**src/rtl/elc_keypad_tx_if.sv**
```systemverilog
// Pin-side and lock-side signals of the keypad/card front end.
// master = the board/keypad side driving raw pins, slave = the front end itself.
interface elc_keypad_tx_if;
  logic [7:0] key_raw;
  logic       enter_raw;
  logic       card_raw;
  logic [2:0] in;
  logic       enter;
  logic       card_is_in;
  logic       digit_valid;
  logic       key_error;

  modport master (
    output key_raw, enter_raw, card_raw,
    input  in, enter, card_is_in, digit_valid, key_error
  );

  modport slave (
    input  key_raw, enter_raw, card_raw,
    output in, enter, card_is_in, digit_valid, key_error
  );
endinterface

```
**src/rtl/elc_keypad_tx.sv**
```systemverilog
// Keypad/card front end for the lock controller: synchronises and debounces raw keys
// and the card sensor; accepted patterns become a held digit, an enter pulse or an error pulse.
module elc_keypad_tx #(
  parameter int unsigned DEBOUNCE     = 4,
  parameter int unsigned IDLE_TIMEOUT = 20
) (
  input  logic           clk,
  input  logic           reset,
  elc_keypad_tx_if.slave kp
);

  localparam logic [5:0] DEB_LIM = 6'(DEBOUNCE);
  localparam logic [7:0] TMO_LIM = 8'(IDLE_TIMEOUT);

  typedef enum logic [1:0] {
    KEY_IDLE,
    KEY_DEB,
    KEY_HELD,
    KEY_REL
  } key_state_e;

  logic [8:0] p_meta_q, p_meta_d;
  logic [8:0] p_sync_q, p_sync_d;
  logic       card_meta_q, card_meta_d;
  logic       card_sync_q, card_sync_d;

  key_state_e state_q, state_d;
  logic [8:0] pat_q, pat_d;
  logic [5:0] cnt_q, cnt_d;
  logic       accept;

  logic [2:0] dig_idx;
  logic       is_digit;
  logic       is_enter_only;

  logic [7:0] tmo_q, tmo_d;
  logic [7:0] tmo_inc;
  logic [2:0] in_q, in_d;
  logic       dv_q, dv_d;
  logic       enter_q, enter_d;
  logic       kerr_q, kerr_d;

  logic       card_q, card_d;
  logic [5:0] ccnt_q, ccnt_d;

  // Two-flop synchronisers for the keypad pattern and the card sensor.
  always_comb begin
    p_meta_d    = {kp.enter_raw, kp.key_raw};
    p_sync_d    = p_meta_q;
    card_meta_d = kp.card_raw;
    card_sync_d = card_meta_q;
  end

  always_comb begin
    state_d = state_q;
    pat_d   = pat_q;
    cnt_d   = cnt_q;
    accept  = 1'b0;
    case (state_q)
      KEY_IDLE: begin
        if (p_sync_q != 9'd0) begin
          pat_d = p_sync_q;
          cnt_d = 6'd1;
          if (cnt_d == DEB_LIM) begin
            accept  = 1'b1;
            state_d = KEY_HELD;
          end else begin
            state_d = KEY_DEB;
          end
        end
      end
      KEY_DEB: begin
        if (p_sync_q == 9'd0) begin
          cnt_d   = 6'd0;
          state_d = KEY_IDLE;
        end else begin
          // A bounce to a different non-zero pattern restarts the count on that pattern.
          if (p_sync_q != pat_q) begin
            pat_d = p_sync_q;
            cnt_d = 6'd1;
          end else begin
            cnt_d = cnt_q + 6'd1;
          end
          if (cnt_d == DEB_LIM) begin
            accept  = 1'b1;
            state_d = KEY_HELD;
          end
        end
      end
      KEY_HELD: begin
        if (p_sync_q == 9'd0) begin
          cnt_d   = 6'd1;
          state_d = (cnt_d == DEB_LIM) ? KEY_IDLE : KEY_REL;
        end
      end
      KEY_REL: begin
        if (p_sync_q != 9'd0) begin
          state_d = KEY_HELD;
        end else begin
          cnt_d = cnt_q + 6'd1;
          if (cnt_d == DEB_LIM) begin
            state_d = KEY_IDLE;
          end
        end
      end
      default: begin
        state_d = KEY_IDLE;
        cnt_d   = 6'd0;
      end
    endcase
  end

  always_comb begin
    dig_idx = 3'd0;
    for (int i = 0; i < 8; i++) begin
      if (pat_d[i]) begin
        dig_idx = 3'(i);
      end
    end
    is_digit      = !pat_d[8] && $onehot(pat_d[7:0]);
    is_enter_only = pat_d[8] && (pat_d[7:0] == 8'd0);
  end

  // Accept actions, timeout and post-enter clear; an enter accept overrides a same-edge timeout.
  always_comb begin
    in_d    = in_q;
    dv_d    = dv_q;
    enter_d = 1'b0;
    kerr_d  = 1'b0;
    tmo_d   = tmo_q;
    tmo_inc = tmo_q + 8'd1;
    if (enter_q) begin
      in_d  = 3'd0;
      dv_d  = 1'b0;
      tmo_d = 8'd0;
    end else if (dv_q) begin
      tmo_d = tmo_inc;
      if (tmo_inc == TMO_LIM) begin
        in_d  = 3'd0;
        dv_d  = 1'b0;
        tmo_d = 8'd0;
      end
    end
    if (accept) begin
      if (is_digit) begin
        in_d  = dig_idx;
        dv_d  = 1'b1;
        tmo_d = 8'd0;
      end else if (is_enter_only && dv_q) begin
        enter_d = 1'b1;
        in_d    = in_q;
        dv_d    = 1'b1;
      end else begin
        kerr_d = 1'b1;
      end
    end
  end

  always_comb begin
    card_d = card_q;
    ccnt_d = 6'd0;
    if (card_sync_q != card_q) begin
      ccnt_d = ccnt_q + 6'd1;
      if (ccnt_d == DEB_LIM) begin
        card_d = ~card_q;
        ccnt_d = 6'd0;
      end
    end
  end

  always_ff @(posedge clk or negedge reset) begin
    if (!reset) begin
      p_meta_q    <= 9'd0;
      p_sync_q    <= 9'd0;
      card_meta_q <= 1'b0;
      card_sync_q <= 1'b0;
      state_q     <= KEY_IDLE;
      pat_q       <= 9'd0;
      cnt_q       <= 6'd0;
      tmo_q       <= 8'd0;
      in_q        <= 3'd0;
      dv_q        <= 1'b0;
      enter_q     <= 1'b0;
      kerr_q      <= 1'b0;
      card_q      <= 1'b0;
      ccnt_q      <= 6'd0;
    end else begin
      p_meta_q    <= p_meta_d;
      p_sync_q    <= p_sync_d;
      card_meta_q <= card_meta_d;
      card_sync_q <= card_sync_d;
      state_q     <= state_d;
      pat_q       <= pat_d;
      cnt_q       <= cnt_d;
      tmo_q       <= tmo_d;
      in_q        <= in_d;
      dv_q        <= dv_d;
      enter_q     <= enter_d;
      kerr_q      <= kerr_d;
      card_q      <= card_d;
      ccnt_q      <= ccnt_d;
    end
  end

  assign kp.in          = in_q;
  assign kp.enter       = enter_q;
  assign kp.card_is_in  = card_q;
  assign kp.digit_valid = dv_q;
  assign kp.key_error   = kerr_q;

endmodule

```
**src/flat_wrapper.sv**
```systemverilog
// flat-port wrapper written by rule: the top's interface ports become plain ports
module elc_keypad_tx_flat 
#(
  parameter int unsigned DEBOUNCE     = 4,
  parameter int unsigned IDLE_TIMEOUT = 20
)
  (clk, reset, kp_key_raw, kp_enter_raw, kp_card_raw, kp_in, kp_enter, kp_card_is_in, kp_digit_valid, kp_key_error);
  elc_keypad_tx_if kp_i ();
  input  logic clk;
  input  logic reset;
  input wire logic [$bits(kp_i.key_raw)-1:0] kp_key_raw;
  input wire logic [$bits(kp_i.enter_raw)-1:0] kp_enter_raw;
  input wire logic [$bits(kp_i.card_raw)-1:0] kp_card_raw;
  output wire logic [$bits(kp_i.in)-1:0] kp_in;
  output wire logic [$bits(kp_i.enter)-1:0] kp_enter;
  output wire logic [$bits(kp_i.card_is_in)-1:0] kp_card_is_in;
  output wire logic [$bits(kp_i.digit_valid)-1:0] kp_digit_valid;
  output wire logic [$bits(kp_i.key_error)-1:0] kp_key_error;
  assign kp_i.key_raw = kp_key_raw;
  assign kp_i.enter_raw = kp_enter_raw;
  assign kp_i.card_raw = kp_card_raw;
  assign kp_in = kp_i.in;
  assign kp_enter = kp_i.enter;
  assign kp_card_is_in = kp_i.card_is_in;
  assign kp_digit_valid = kp_i.digit_valid;
  assign kp_key_error = kp_i.key_error;
  elc_keypad_tx #(.DEBOUNCE(DEBOUNCE), .IDLE_TIMEOUT(IDLE_TIMEOUT)) u_core (.clk(clk), .reset(reset), .kp(kp_i));
endmodule
```
**config.mk**
```make
export PLATFORM = sky130hd
export DESIGN_NAME = elc_keypad_tx_flat
export DESIGN_NICKNAME = d
export VERILOG_FILES = /design/src/rtl/elc_keypad_tx_if.sv /design/src/rtl/elc_keypad_tx.sv /design/src/flat_wrapper.sv
export SDC_FILE = /design/constraint.sdc
export NUM_CORES = 1
export LEC_CHECK = 0
export ABC_AREA = 1
export ABC_CLOCK_PERIOD_IN_PS = 11600
export CORE_ASPECT_RATIO = 0.7
export CORE_MARGIN = 1.5
export CORE_UTILIZATION = 45
export CTS_CLUSTER_DIAMETER = 60
export DETAILED_ROUTE_END_ITERATION = 12
export GPL_ROUTABILITY_DRIVEN = 0
export PLACE_DENSITY = 0.74
export SYNTH_ARGS = -nofsm -noshare
export SYNTH_HDL_FRONTEND = slang
export SYNTH_SLANG_ARGS = --single-unit
```
**constraint.sdc**
```tcl
create_clock -name clk -period 11.6 [get_ports clk]
set_input_delay 2.9 -clock clk [delete_from_list [all_inputs] [get_ports clk]]
set_output_delay 2.9 -clock clk [all_outputs]
set_load 0.02 [all_outputs]
```
# Yosys cells after proc, flatten, opt, wreduce, memory -nomap -nowiden
# Cells that the tools add are included.
# op_classes
n_addsub	10
n_eq_ne	16
muxes	54
bitwise_logic	1
n_reduce_logical	11
# op_table
operator	n
6-bit 2-to-1 mux	9
8-bit 2-to-1 mux	5
3-bit 2-to-1 mux	10
9-bit 2-to-1 mux	3
6-bit case mux with 4 select lines	1
6-bit by 3-bit equality test with 1-bit output, second input constant	3
9-bit case mux with 2 select lines	1
1-bit 2-to-1 mux	16
2-bit 2-to-1 mux	8
4-bit adder	3
6-bit by 1-bit adder with 6-bit output, second input constant	2
9-bit zero test	1
9-bit != test	1
9-bit nonzero test	1
1-bit by 1-bit adder with 2-bit output	4
8-bit by 1-bit adder with 8-bit output, second input constant	1
8-bit by 5-bit equality test with 1-bit output, second input constant	1
8-bit zero test	1
2-bit case mux with 4 select lines	1
3-bit by 1-bit != test with 1-bit output, second input constant	2
2-bit equality test, second input constant	2
4-bit by 1-bit equality test with 1-bit output, second input constant	1
2-bit by 1-bit != test with 1-bit output, second input constant	2
4-bit AND reduction	1
10 further kinds	12
# totals
regBits	58
input_bits	12
output_inout_bits	7
wordCells	106

# Depth between registers and ports, before layout
# Gate-level depths: netlist (run 1).
# logic_depth
depth_word	13
ltp_mapped	25

# Worst setup path before layout (run 1)
# Ideal clock, no wire load.
# synth_path
kind	reg-to-reg
startpoint	register u_core.p_sync_q[5]
endpoint	register u_core.in_q[2] (netlist: u_core.kp.in[2])
setup_time_ns	0.115
t_arrival_ns	3.930
slack_ns	7.555
stages_incl_launch_ff	24
synth_period_minus_slack_ns	4.045
path_cell_list	dfrtp_1 nor2_1 nand2_1 nor2_4 nand2_2 buf_6 o221ai_1 nand2_1 o21ai_2 inv_1 ha_1 fa_1 inv_1 fa_1 inv_1 ha_1 fa_1 nand3b_1 nor2_1 nand3_4 nor2_2 inv_1 nor2_1 nor2_1
# synth_via
elab_chain_len	11
word_cells_on_any_way	34
classes_between	add/sub: 7; eq/ne: 4; mux: 16; reduce/logical: 7
# synth_rtl
item	line	text
start, declared	elc_keypad_tx.sv:23	logic [8:0] p_sync_q, p_sync_d;
start signal, assigned	elc_keypad_tx.sv:189	p_sync_q <= p_sync_d;
9-bit != test	elc_keypad_tx.sv:78	if (p_sync_q != pat_q) begin
9-bit 2-to-1 mux	elc_keypad_tx.sv:78	
9-bit 2-to-1 mux	elc_keypad_tx.sv:73	if (p_sync_q == 9'd0) begin
9-bit case mux with 2 select lines (*)	elc_keypad_tx.sv:59	case (state_q)
named net u_core.pat_d[5]	elc_keypad_tx.sv:28	logic [8:0] pat_q, pat_d;
1-bit by 1-bit adder with 2-bit output (not written as such)	elc_keypad_tx.sv:120	is_digit = !pat_d[8] && $onehot(pat_d[7:0]);
4-bit adder (not written as such) (2 in series)	elc_keypad_tx.sv:120	
4-bit by 1-bit equality test with 1-bit output	elc_keypad_tx.sv:120	
1-bit logical AND	elc_keypad_tx.sv:120	
3-bit 2-to-1 mux	elc_keypad_tx.sv:145	if (is_digit) begin
3-bit 2-to-1 mux	elc_keypad_tx.sv:144	if (accept) begin
end signal, assigned	elc_keypad_tx.sv:196	in_q <= in_d;
end, declared	elc_keypad_tx.sv:38	logic [2:0] in_q, in_d;
# Mark *: on every way through the listed nets, which the timed path passes. The rest lies on a longest branch. The select of a mux whose other input is x is not followed.
# A chain may end at the register's enable or synchronous reset.

# Worst setup path in the final report (run 1)
# layout_path
startpoint	register u_core.dv_q (netlist: u_core.kp.digit_valid)
endpoint	output kp_digit_valid
# layout_lines
item	line	text
start, declared	elc_keypad_tx.sv:39	logic dv_q, dv_d;
start signal, assigned	elc_keypad_tx.sv:197	dv_q <= dv_d;
end, declared	flat_wrapper.sv:17	output wire logic [$bits(kp_i.digit_valid)-1:0] kp_digit_valid;
# No word-level cell between the ends.

==> results of run 1 <==
[metal layers]
| layer | vias to the layer above | GRT usage [%] |
|---|---|---|
| li1 | 1117 | - |
| met1 | 1049 | 26.0 |
| met2 | 46 | 26.1 |
| met3 | 2 | 6.65 |
| met4 | 0 | 5.09 |
| met5 | - | 0 |
[Yosys cell counts (all sizes together), types with 2 or more instances]
master   n  area (sq um)
nand2   70           270
dfrtp   58          1450
inv     45           169
nor2    38           175
nand3   29           173
ha      14           175
o21ai   13          87.6
xor2    12           113
xnor2    8          70.1
a21oi    6          33.8
o22ai    6          37.5
fa       4          80.1
nand4    4          25.0
nor3     4          42.5
o211ai   3          22.5
or2      3          18.8
a211oi   2          25.0
buf      2          16.3
nand3b   2          15.0
o221ai   2          17.5
[cells in the final DEF (no fill, tap or decap), types with 2 or more instances in the layout]
cell type         n
clkbuf_8          9
nand2_1          67
nor2_1           31
or2_2             2
o221ai_1          2
nor2_2            4
o21ai_0           6
nand3_2           3
clkdlybuf4s50_1  17
nand2_2           3
clkinvlp_4        2
fa_1              4
xnor2_1           8
dfrtp_1          58
nor3_1            2
bufinv_16         2
o22ai_1           6
inv_6             2
nand3_1          25
nor2_4            3
inv_2             5
inv_1            40
ha_1             14
o211ai_1          3
nor3_4            2
nand4_1           4
a211oi_2          2
nand3b_1          2
xor2_1           11
o21ai_2           6
a21oi_1           5
[cell type report]
type | instances | area, sq um | area share (%)
Clock inverter | 7 | 101 | 2.84
Tap cell | 91 | 114 | 3.19
Sequential cell | 58 | 1450 | 40.7
Inverter | 46 | 173 | 4.84
Timing Repair Buffer | 19 | 183 | 5.12
Multi-Input combinational cell | 224 | 1420 | 39.9
Clock buffer | 9 | 124 | 3.47
[registers in the layout (all words and copies together) (netlist names), named ones only]
name and cells:
u_core.card_meta_q 1, u_core.card_sync_q 1, u_core.ccnt_q 6, u_core.cnt_q 6
u_core.kp.card_is_in 1, u_core.kp.digit_valid 1, u_core.kp.enter 1, u_core.kp.in 3
u_core.kp.key_error 1, u_core.p_meta_q 9, u_core.p_sync_q 9, u_core.pat_q 9
u_core.state_q 1, u_core.tmo_q 8
[per-stage QoR]
step | cell area, sq um | power (uW) | hold slack [ns] | worst slack, ns | cells
floorplan | 3070 | 569 | 0.331 | 7.55 | 331
global placement | 3340 | 650 | 0.334 | 7.43 | 438
detailed placement | 3340 | 663 | 0.335 | 7.30 | 438
CTS | 3570 | 878 | 0.352 | 7.07 | 454
global route | 3570 | 959 | 0.358 | 6.95 | 454
finish | 3570 | 867 | 0.350 | 7.09 | 454
[cell families (layout without fill, tap and decap cells)]
family | Yosys count | count (layout) | synth area share [%]
AOI/OAI and AO/OA | 34 | 34 | 7.83
and+or+nand+nor | 151 | 151 | 23.9
xor gates and xnor gates | 20 | 20 | 5.96
buffers and inverters | 49 | 81 | 6.28
muxes | 1 | 1 | 0.367
DFF | 58 | 58 | 47.3
adders and majority gates | 18 | 18 | 8.32
[worst max path at each step]
| stage | to | slack, ns | cells past startpoint |
|---|---|---|---|
| after floorplan | u_core.kp.in[2]$_DFFE_PN0P_ | 7.55 | 23 |
| after global placement | u_core.kp.in[2]$_DFFE_PN0P_ | 7.43 | 22 |
| after detailed placement | u_core.kp.in[0]$_DFFE_PN0P_ | 7.30 | 22 |
| after CTS | kp_digit_valid | 7.07 | 1 |
| after global routing | u_core.kp.in[0]$_DFFE_PN0P_ | 6.95 | 22 |
| final | kp_digit_valid | 7.09 | 1 |
[power by group]
| part | switching, uW | internal (uW) | leakage (uW) |
|---|---|---|---|
| Sequential | 37.0 | 235 | 0.000735 |
| Combinational | 234 | 151 | 0.000829 |
| Clock | 87.4 | 123 | 0.000106 |
==> results.toml, run 1 <==
[sta]
fin_setup_tns_ns = 0
slew_violations = 0
rsz0062_at_grt = "false"
finalCritPeriodShare_pct = 38.8
hold_viol = 0
max_freq_ghz = 0.222
period_needed_ns = 4.51
fin_skew_ns = 0.00753
setup_viol = 0
tightest_slew_ns = 0.720
slew_headroom_pct = 52.0

[setup_path]
crit_family = "buffers and inverters"
startpoint = "u_core.kp.digit_valid$_DFF_PN0_"
cp_slowest_cell = "clkdlybuf4s50_1"
critPathCaptureType = "primary output"
slowest_delay_ns = 0.68
crit_path_start_kind = "flop"
crit_arrival_ns = 1.61
cp_max_fo = 12
r2r-end = "u_core.kp.in[0]$_DFFE_PN0P_"
crit_chain = "clkdlybuf4s50_1"
timing.critical_path.buf_inv = 1
reg2reg_from = "u_core.p_sync_q[0]$_DFF_PN0_"
cp.required_ns = 8.70
rrSetupSlack_ns = 7.28
reg2regPathDepth = 22
crit_type = "flop to primary output"

[floorplanning]
dieArea_sq_um = 7330
boundaryPins = 19
rows = 24
die_height_um = 72.1
initial_core_util_pct = 47.9
design.core.area_sq_um = 6400
fp.dieW_um = 102

[run_status]
status = "complete, no violations"

[cells_and_area]
drive_above_1_share_pct = 14.6
nets = 388
num_antenna_cells = 0
n_fill_cell = 548
fin_util_pct = 55.8
areaGrowthSynthToFinish_pct = 16.4

[routing]
ant_nets = 0
drc_errors = 0
maxUsedRoutingLayer = "met4"
dr_wl_met2_um = 2490
first_pass_iters = 7
viasPerCell = 4.88
dr.first_iter.drc_count = 125
wl_per_cell_um = 12.4
met3_length_um = 296
wl_um = 5640
drt-met1-wl_um = 2820
vias = 2214

[min_path]
holdPathStages = 0
whs_endpoint = "u_core.p_sync_q[7]$_DFF_PN0_"
worstHoldStart = "u_core.p_meta_q[7]$_DFF_PN0_"
min_path_type = "flop to flop"

[global_route]
grt_pass1_vias = 2127
grt_max_degree = 59
grtUsageTotal_pct = 18.2
grt_antenna_before_repair = 0
overflow = 0
grt_pass1_wl_um = 10100

[power]
p_per_area_nw_per_um2 = 243
p_leak_uw = 0.00167
peakVddDrop_uv = 135

[yosys]
synth-edff-count = 0
synth_cell_type_count = 39
syn_area_per_cell_sq_um = 9.26
synth-main-ff-cell = "dfrtp_1"
yosysSeqAreaShare_pct = 47.3
synthCells = 331
yosys_warnings = 0
async_flop_share_pct = 100
syn_nets = 361
ys_seq_elements = 58
synth_area_sq_um = 3070

[clock_tree]
holdBufCountCts = 0
clk_pin_slew_ns = 0.07
cts.sinks = 58
cts.path.max_buffers = 2
clk-insertion-delay-late_ns = 0.34
cts_tree = "built"
htree_levels = 3
cts.repair.resized = 0
cts-root-buf = "clkbuf_8"
numCtsBuffers = 9
post_cts_buffers = 0

[flow_run]
cap_violations = 0

[place]
io_buffers = 18
dp_hpwl_um = 4230
(Power assumes the default switching activity.)
==> inputs of run 2 (changes only) <==
--- a/config.mk
+++ b/config.mk
@@ -6,14 +6,14 @@
 export NUM_CORES = 1
 export LEC_CHECK = 0
 export ABC_AREA = 1
-export ABC_CLOCK_PERIOD_IN_PS = 11600
+export ABC_CLOCK_PERIOD_IN_PS = 3800
 export CORE_ASPECT_RATIO = 0.7
 export CORE_MARGIN = 1.5
 export CORE_UTILIZATION = 45
 export CTS_CLUSTER_DIAMETER = 60
 export DETAILED_ROUTE_END_ITERATION = 12
 export GPL_ROUTABILITY_DRIVEN = 0
-export PLACE_DENSITY = 0.74
+export PLACE_DENSITY = 0.77
 export SYNTH_ARGS = -nofsm -noshare
 export SYNTH_HDL_FRONTEND = slang
 export SYNTH_SLANG_ARGS = --single-unit
==> constraint.sdc (replaced) <==
create_clock -name clk -period 3.8 [get_ports clk]
set_input_delay 0.95 -clock clk [delete_from_list [all_inputs] [get_ports clk]]
set_output_delay 0.95 -clock clk [all_outputs]
set_load 0.02 [all_outputs]
==> run 2 against run 1 <==
The flow now finishes with violations (setup timing); first-iteration DRC count shrank 28%; final area grew 9.9%; utilization grew 5.5 points; largest cell class is now multi-input gates; setup slack lost 7.3 ns; count of clock-buffer cells in the layout is the same; highest routed layer unchanged; critical path type is now flop to flop; clock power grew to 3.4 times the previous value; sequential power grew to 3.0 times the previous value; critical path depth grew 21; final cell count grew 6.4%; register-to-register slack lost 7.5 ns.
==> results.toml, run 2 (synthesized netlist as in run 1, its figures left out) <==
[run_status]
status = "finished, violations left"
violations = "setup timing"

[sta]
finalCritPeriodShare_pct = 105
max_freq_ghz = 0.251
fin_skew_ns = 0.00856
slew_violations = 0
hold_ws_ns = 0.345
period_needed_ns = 3.98
finalWorstSetupSlack_ns = -0.181
tightest_slew_ns = 0.723
hold_viol = 0
setup_viol = 12
slew_headroom_pct = 51.8
rsz0062_at_grt = "true"

[floorplanning]
initial_core_util_pct = 47.9
die_height_um = 72.1
dieArea_sq_um = 7330
fp.dieW_um = 102
rows = 24
boundaryPins = 19
design.core.area_sq_um = 6400

[routing]
wl_per_cell_um = 12.5
dr.first_iter.drc_count = 90
wl_um = 6040
first_pass_iters = 4
drc_errors = 0
viasPerCell = 4.92
ant_nets = 0
vias = 2376

[clock_tree]
clk_pin_slew_ns = 0.08
htree_levels = 3
numCtsBuffers = 9
clk-insertion-delay-late_ns = 0.35
cts-root-buf = "clkbuf_8"
cts.sinks = 58
cts_tree = "built"
cts.path.max_buffers = 2

[power]
p_int_uw = 1870
swShare_pct = 40.2
power.switching_uw = 1260
totalPowerFinal_uw = 3130
p_per_area_nw_per_um2 = 798
pwr-share-seq_pct = 26.2
clkPwrFrac_pct = 22.9
combPwrFrac_pct = 50.9
peakVddDrop_uv = 483
p_leak_uw = 0.00184

[setup_path]
cp_max_fo = 7
crit_path_start_kind = "flop"
crit_arrival_ns = 4.22
crit_type = "flop to flop"
critPathCaptureType = "flop"
cp.required_ns = 4.04

[global_route]
grtUsageTotal_pct = 18.8
grt_max_degree = 59
grt_pass1_wl_um = 10500
grt_antenna_before_repair = 0
overflow = 0
grt_pass1_vias = 2346

[place]
io_buffers = 18
post-place-ws_ns = -0.212
dp_hpwl_um = 4290
dp_cells = 461

[cells_and_area]
layout_commonest_cell = "nand2_1"
regArea_sq_um = 1450
n_fill_cell = 521
stdcell_count = 483
nets = 417
drive_above_1_share_pct = 25.0
areaGrowthSynthToFinish_pct = 27.9
final_cell_mix = "nand2_1 (66), dfrtp_1 (58), inv_1 (37), buf_4 (29), nor2_1 (27)"
num_antenna_cells = 0
fin_util_pct = 61.3
multiInputGateArea_sq_um = 1530
largestRegisters = "u_core.p_meta_q (9), u_core.p_sync_q (9), u_core.pat_q (9)"

[min_path]
min_path_type = "flop to flop"

[flow_run]
cap_violations = 0
## run 2: cell types whose count changed in the layout (fill, tap and decap cells not counted), sizes merged
cell | before | now
bufinv | 2 | 3
clkinv | 2 | 3
buf | 2 | 31
clkinvlp | 2 | 0
## run 2: per-stage QoR
| stage | instance area, sq um | setup TNS (ns) |
|---|---|---|
| finish | 3920 | -1.74 |
| global route | 3920 | -4.99 |
| CTS | 3830 | -2.19 |
| detailed placement | 3540 | -1.57 |
| global placement | 3540 | -0.0950 |
| floorplan | 3090 | -0.0608 |
## run 2: per-layer routing
layer / vias to the layer above / track usage (%) / share of wire, %
li1: 1176 / - / -
met1: 1137 / 25.8 / 49
met2: 50 / 29.0 / 45
met3: 13 / 5.30 / 4.6
met4: 0 / 6.33 / 1.6
met5: - / 0 / 0
## run 2: power by group through the flow
stage	Sequential [uW]	Combinational, uW	Clock, uW
2_1_floorplan	808	975	0
3_3_place_gp	823	1360	0
3_5_place_dp	824	1410	0
4_1_cts	815	1460	730
5_1_grt	832	1810	759
6_report	819	1590	716
## run 2: worst max-delay path, cell delays in order, from the launching register on
cell and delay (ns):
dfrtp_1 0.39, nor2_1 0.12, nand2_1 0.09, nor2_4 0.18
nand2_4 0.10, o221ai_2 0.15, nand2_2 0.09, o21ai_4 0.10
inv_2 0.08, ha_4 0.16, fa_1 0.49, inv_1 0.05
fa_1 0.47, inv_1 0.04, ha_2 0.16, fa_1 0.41
nand3b_1 0.20, nor2_4 0.13, nand3_4 0.15, nor2_4 0.12
inv_1 0.04, nor2_1 0.09, nor2_1 0.05
## run 2: area by class of cell
class | count | area share (%)
tap | 91 | 2.90
clock inverter | 7 | 3.19
sequential | 58 | 37.0
multi-input combinational | 224 | 39.0
inverter | 46 | 4.40
timing repair buffer | 48 | 10.3
clock buffer | 9 | 3.16
## run 2: what timing repair did
action	CTS	global route
buffers inserted	4	2
setup endpoints to repair	13	13
resized for setup	3	15
pin swaps	7	4
hold buffers	0	0
## run 2: final timing paths
path / cells after the start / from / slack (ns) / end
worst max-delay path: 22 / u_core.p_sync_q[2]$_DFF_PN0_ / -0.18 / u_core.kp.in[2]$_DFFE_PN0P_
worst min-delay path: 0 / u_core.p_meta_q[2]$_DFF_PN0_ / 0.35 / u_core.p_sync_q[2]$_DFF_PN0_
worst max register to register: 22 / u_core.p_sync_q[2]$_DFF_PN0_ / -0.18 / u_core.kp.in[2]$_DFFE_PN0P_
worst min register to register: 0 / u_core.p_meta_q[2]$_DFF_PN0_ / 0.35 / u_core.p_sync_q[2]$_DFF_PN0_
max in group asynchronous: 2 / reset / 2.58 / u_core.p_meta_q[6]$_DFF_PN0_
min in group asynchronous: 2 / reset / 0.74 / u_core.cnt_q[2]$_DFFE_PN0P_
